[src/rtl/divider_if.sv]
// rtl/divider_if.sv - start/complete handshake bundle between the execute stage and the divider
//
// Purpose : groups the operand inputs and the result/status outputs of the divider.
// Signals : div        start request (sampled only while busy=0)
//           div_signed 1 = signed (DIV), 0 = unsigned (DIVU)
//           x, y       dividend and divisor
//           s, r       quotient and remainder
//           busy       operation in flight
//           complete   one-cycle pulse, s/r valid from this cycle
// Modports: master drives the request side, slave is the divider.
interface divider_if #(
    parameter int WIDTH = 32
) ();
    logic             div;
    logic             div_signed;
    logic [WIDTH-1:0] x;
    logic [WIDTH-1:0] y;
    logic [WIDTH-1:0] s;
    logic [WIDTH-1:0] r;
    logic             busy;
    logic             complete;

    modport master (
        output div, div_signed, x, y,
        input  s, r, busy, complete
    );

    modport slave (
        input  div, div_signed, x, y,
        output s, r, busy, complete
    );
endinterface

[src/rtl/divider.sv]
// rtl/divider.sv - iterative radix-2 restoring integer divider for DIV/DIVU
//
// Purpose : divides x by y in WIDTH+2 cycles from the accepting edge; signed
//           operations divide magnitudes and fix the signs afterwards.
// Ports   : div_clk  clock, all state changes on the rising edge
//           reset    synchronous, active-high
//           bus      divider_if.slave (div, div_signed, x, y -> s, r, busy, complete)
module divider #(
    parameter int WIDTH = 32
) (
    input  logic      div_clk,
    input  logic      reset,
    divider_if.slave  bus
);
    localparam int CW = $clog2(WIDTH + 1);

    typedef enum logic [1:0] {IDLE, RUN, FIX, DONE} state_t;

    state_t           state_q;
    logic [CW-1:0]    cnt_q;
    logic [WIDTH-1:0] rem_q;
    logic [WIDTH-1:0] quo_q;      // dividend bits shift out the top, quotient bits shift in
    logic [WIDTH-1:0] dsr_q;
    logic             qsign_q;
    logic             rsign_q;
    logic [WIDTH-1:0] s_q;
    logic [WIDTH-1:0] r_q;
    logic             busy_q;
    logic             complete_q;

    logic             x_neg;
    logic             y_neg;
    logic [WIDTH-1:0] x_mag;
    logic [WIDTH-1:0] y_mag;
    logic [WIDTH:0]   shift_rem;
    logic [WIDTH-1:0] diff;
    logic             ge;
    logic [WIDTH-1:0] rem_d;
    logic [WIDTH-1:0] quo_d;

    always_comb begin
        x_neg = bus.div_signed & bus.x[WIDTH-1];
        y_neg = bus.div_signed & bus.y[WIDTH-1];
        x_mag = x_neg ? -bus.x : bus.x;
        y_mag = y_neg ? -bus.y : bus.y;

        shift_rem = {rem_q, quo_q[WIDTH-1]};
        ge        = shift_rem >= {1'b0, dsr_q};
        // When the trial succeeds the true difference is below the divisor,
        // so the low WIDTH bits of the modular subtraction are exact.
        diff      = shift_rem[WIDTH-1:0] - dsr_q;
        rem_d     = ge ? diff : shift_rem[WIDTH-1:0];
        quo_d     = {quo_q[WIDTH-2:0], ge};
    end

    always_ff @(posedge div_clk) begin
        if (reset) begin
            state_q    <= IDLE;
            cnt_q      <= '0;
            rem_q      <= '0;
            quo_q      <= '0;
            dsr_q      <= '0;
            qsign_q    <= 1'b0;
            rsign_q    <= 1'b0;
            s_q        <= '0;
            r_q        <= '0;
            busy_q     <= 1'b0;
            complete_q <= 1'b0;
        end else begin
            case (state_q)
                IDLE: begin
                    complete_q <= 1'b0;
                    if (bus.div) begin
                        state_q <= RUN;
                        busy_q  <= 1'b1;
                        cnt_q   <= '0;
                        rem_q   <= '0;
                        quo_q   <= x_mag;
                        dsr_q   <= y_mag;
                        qsign_q <= x_neg ^ y_neg;
                        rsign_q <= x_neg;
                    end
                end
                RUN: begin
                    rem_q <= rem_d;
                    quo_q <= quo_d;
                    cnt_q <= cnt_q + 1'b1;
                    if (cnt_q == CW'(WIDTH - 1)) begin
                        state_q <= FIX;
                    end
                end
                FIX: begin
                    s_q        <= qsign_q ? -quo_q : quo_q;
                    r_q        <= rsign_q ? -rem_q : rem_q;
                    complete_q <= 1'b1;
                    state_q    <= DONE;
                end
                DONE: begin
                    complete_q <= 1'b0;
                    busy_q     <= 1'b0;
                    state_q    <= IDLE;
                end
                default: state_q <= IDLE;
            endcase
        end
    end

    assign bus.s        = s_q;
    assign bus.r        = r_q;
    assign bus.busy     = busy_q;
    assign bus.complete = complete_q;
endmodule

[src/flat_wrapper.sv]
// flat-port wrapper written by rule: the top's interface ports become plain ports
module divider_flat 
#(
    parameter int WIDTH = 32
)
  (div_clk, reset, bus_div, bus_div_signed, bus_x, bus_y, bus_s, bus_r, bus_busy, bus_complete);
  divider_if #(.WIDTH(WIDTH)) bus_i ();
  input  logic div_clk;
  input  logic reset;
  input wire logic [$bits(bus_i.div)-1:0] bus_div;
  input wire logic [$bits(bus_i.div_signed)-1:0] bus_div_signed;
  input wire logic [$bits(bus_i.x)-1:0] bus_x;
  input wire logic [$bits(bus_i.y)-1:0] bus_y;
  output wire logic [$bits(bus_i.s)-1:0] bus_s;
  output wire logic [$bits(bus_i.r)-1:0] bus_r;
  output wire logic [$bits(bus_i.busy)-1:0] bus_busy;
  output wire logic [$bits(bus_i.complete)-1:0] bus_complete;
  assign bus_i.div = bus_div;
  assign bus_i.div_signed = bus_div_signed;
  assign bus_i.x = bus_x;
  assign bus_i.y = bus_y;
  assign bus_s = bus_i.s;
  assign bus_r = bus_i.r;
  assign bus_busy = bus_i.busy;
  assign bus_complete = bus_i.complete;
  divider #(.WIDTH(WIDTH)) u_core (.div_clk(div_clk), .reset(reset), .bus(bus_i));
endmodule
[config.mk]
export PLATFORM = sky130hd
export DESIGN_NAME = divider_flat
export DESIGN_NICKNAME = d
export VERILOG_FILES = /design/src/rtl/divider_if.sv /design/src/rtl/divider.sv /design/src/flat_wrapper.sv
export SDC_FILE = /design/constraint.sdc
export NUM_CORES = 1
export LEC_CHECK = 0
export CORE_ASPECT_RATIO = 0.6
export CORE_MARGIN = 2
export CORE_UTILIZATION = 51
export DETAILED_ROUTE_END_ITERATION = 8
export MAX_ROUTING_LAYER = met4
export PLACE_DENSITY = 0.75
export SLEW_MARGIN = 10
export SYNTH_ARGS = -nofsm -noshare
export SYNTH_HDL_FRONTEND = slang
export SYNTH_SLANG_ARGS = --single-unit
[constraint.sdc]
create_clock -name div_clk -period 2.95 [get_ports div_clk]
set_input_delay 0.4425 -clock div_clk [delete_from_list [all_inputs] [get_ports div_clk]]
set_output_delay 0.4425 -clock div_clk [all_outputs]
set_load 0.01 [all_outputs]
==> impl_metrics.ini <==
[sta]
hold_viol_final = 0
rsz0062_at_grt = true
max_freq_mhz = 345
slew_headroom_pct = 31.6
period_share_pct = 98.3
finClkSkew_ns = 0.00908
drv_slew = 0
fin_hold_ws_ns = 0.452
period_needed_ns = 2.90
setup_viol = 0
tightest_slew_ns = 1.03

[placed_design]
port_buffers = 133
placed_cells = 1829
post-dp-hpwl_um = 25200
gp_congestion = 1.04

[synthesis]
synth_top_cell_area_share_pct = 31.9
syn_area_um2 = 10800
ys_ff_latch = 172
ys_seq_area_share_pct = 31.9
yosys_warnings = 0
ys_types = 63
synth_area_per_cell_um2 = 7.90
yosysMostFrequentCell = dfxtp_1
synth_edf_count = 0
synthFlopType = dfxtp_1
synthArstFlopShare_pct = 0
synth_top_cell_by_area = dfxtp_1
synth_nets = 1478
netlist_top_cells_area = dfxtp_1 (32%), xor2_1 (8.0%), a211oi_1 (6.1%)
synth_common_cells = dfxtp_1 (172), nand2_1 (157), nor2_1 (152), xor2_1 (99), o21ai_0 (96)
synthCells = 1367

[clocking]
worstSkewPairLatency_ns = 0.44
path_clk_slew_ns = 0.06
cts.sinks = 172
cts_max_level = 4
clockBufferDepth = 2
ctsRootBufferMaster = clkbuf_16
numCtsBuffers = 17
cts_tree = yes
ctsHoldBuffers = 0

[drt]
viasPerCell = 5.78
drtAntennaViolNets = 0
routedWlPerCell_um = 17.9
first_pass_iters = 6
routed_wl_um = 33500
vias = 10812
drt_iter0_drc = 904
drc = 0

[setup_path]
crit_path_top_delay_cell = clkdlybuf4s50_1
required_ns = 3.25
cp-end-kind = flop
path_cells = clkdlybuf4s50_1 > or3_4 > nor3_4 > nand3_2 > or2_1 > or4_4 > or3_4 > o41ai_4 > xor2_1 > a211oi_1
crit_type = primary input to flop
crit_path_frequent_cell = or3_4
path_max_fanout = 2
worst_ep_arrival_time_ns = 3.20
critPathTopFamily = simple AND/OR/NAND/NOR gates
crit_buf_inv = 1
start_kind = primary input
max_stage_delay_ns = 0.43

[grt]
grt_max_degree = 68
grt_pass1_wl_um = 51300
grt_overflow_total = 0
grt_antenna_before_repair = 0
grt_pass1_vias = 9322
grtUsageTotal_pct = 30.5

[layout]
nets = 1688
drive_gt1_share_pct = 15.2
syn_to_final_growth_pct = 31.2
n_antenna_cell = 0
fin_cells = 1869

[power]
p_leak_nw = 5.39
powerDensity_nw_per_um2 = 809
ir_drop_mv = 0.508
power_mw = 11.5

[die]
initial_core_util_pct = 51.7
die_w_um = 192
core-area_um2 = 20900
die_area_um2 = 22400
fp.dieH_um = 117
ios = 134
row_count = 41

[flow_run]
cap_violations = 0

[min_path]
hold_class = flop to flop

[outcome]
status = complete, no violations
## per-layer routing
metal  up-vias  GRT usage (%)  share of wire (%)
met2       530           35.9                 36
met4         0           7.18                1.2
li1       5309              -                  -
met1      4933           48.1                 50
met3        40           8.68                 13
met5         -              -                  0
## layout by cell type (no fill, tap or decap), types with 6 or more instances in the layout
master | Yosys | final
mux2i_1 | 38 | 37
a311oi_1 | 7 | 6
o31ai_1 | 26 | 23
xnor2_1 | 48 | 48
o41ai_1 | 15 | 14
a222oi_1 | 6 | 6
nor2b_1 | 7 | 7
a21oi_1 | 71 | 68
ha_1 | 42 | 38
a31oi_1 | 10 | 8
o21ai_0 | 96 | 88
clkdlybuf4s50_1 | 0 | 132
inv_1 | 56 | 55
nor3_1 | 21 | 19
and2_1 | 8 | 7
or4_1 | 10 | 10
a211oi_1 | 88 | 87
nand4_1 | 9 | 9
or3_1 | 15 | 12
nand2_1 | 157 | 156
o211ai_1 | 6 | 6
a21o_1 | 9 | 9
nor2_1 | 152 | 150
dfxtp_1 | 172 | 169
clkbuf_16 | 0 | 18
buf_4 | 0 | 138
xor2_1 | 99 | 99
nand3_1 | 26 | 24
## area by class of cell
type,instances,area [um2]
Sequential cell,172,3450
Timing Repair Buffer,276,2470
Fill cell,1741,6710
Inverter,57,214
Tap cell,279,349
Multi-Input combinational cell,1053,7040
Clock buffer,19,443
Clock inverter,13,203
## worst min-delay path, delay by kind of cell (launching register included)
kind | cells | cell delay [ns]
DFF | 1 | 0.31
and+or+nand+nor | 1 | 0.05
AOI/OAI and AO/OA | 1 | 0.05
## kinds of logic after synthesis
kind of cell / after synthesis / share of synthesized area [%]
AO/OA/AOI/OAI: 374 / 23.0
XOR/XNOR: 147 / 11.9
adder cells (fa/ha/maj): 43 / 5.05
buffers and inverters: 142 / 5.14
flip-flops: 172 / 31.9
multiplexers: 38 / 3.52
AND/OR/NAND/NOR: 451 / 19.5
## state kept, by name, indices dropped and copies added, names as in the netlist, 2 cells and up
register	cells
u_core.state_q	2
u_core.cnt_q	6
u_core.dsr_q	32
u_core.rem_q	32
u_core.bus.r	32
u_core.quo_q	32
u_core.bus.s	32
## what timing repair did
item                                    CTS  global route
resized for setup                         8            44
buffers inserted                          0             7
hold endpoints to repair                  0             0
pin swaps                                 1            22
endpoints found under the setup margin   11            33
gates cloned                              0             1
## final timing paths
check	cells past startpoint	end	startpoint	slack (ns)
min	2	u_core.dsr_q[15]	u_core.dsr_q[15]	0.45
max	10	u_core.dsr_q[30]	bus_y[10]	0.05
max reg2reg	15	u_core.rem_q[20]	u_core.quo_q[31]	0.07
min reg2reg	2	u_core.dsr_q[15]	u_core.dsr_q[15]	0.45
## power by group
group / internal [mW] / switching [mW]
combinational: 2.44 / 3.12
sequential: 2.91 / 0.500
clock: 1.47 / 1.02
total: 6.83 / 4.64
## through the flow
| stage | area (um2) | util, % | setup WS (ns) | TNS, ns |
|---|---|---|---|---|
| after floorplan | 10800 | - | 0.155 | 0 |
| after global placement | 13200 | 63.3 | -0.302 | -1.03 |
| after detailed placement | 13200 | 63.3 | -0.340 | -2.00 |
| after CTS | 13900 | 66.6 | 0.00583 | 0 |
| after global routing | 14200 | 67.9 | -0.0589 | -0.264 |
| final | 14200 | 67.9 | 0.0494 | 0 |
(Power assumes the default switching activity.)
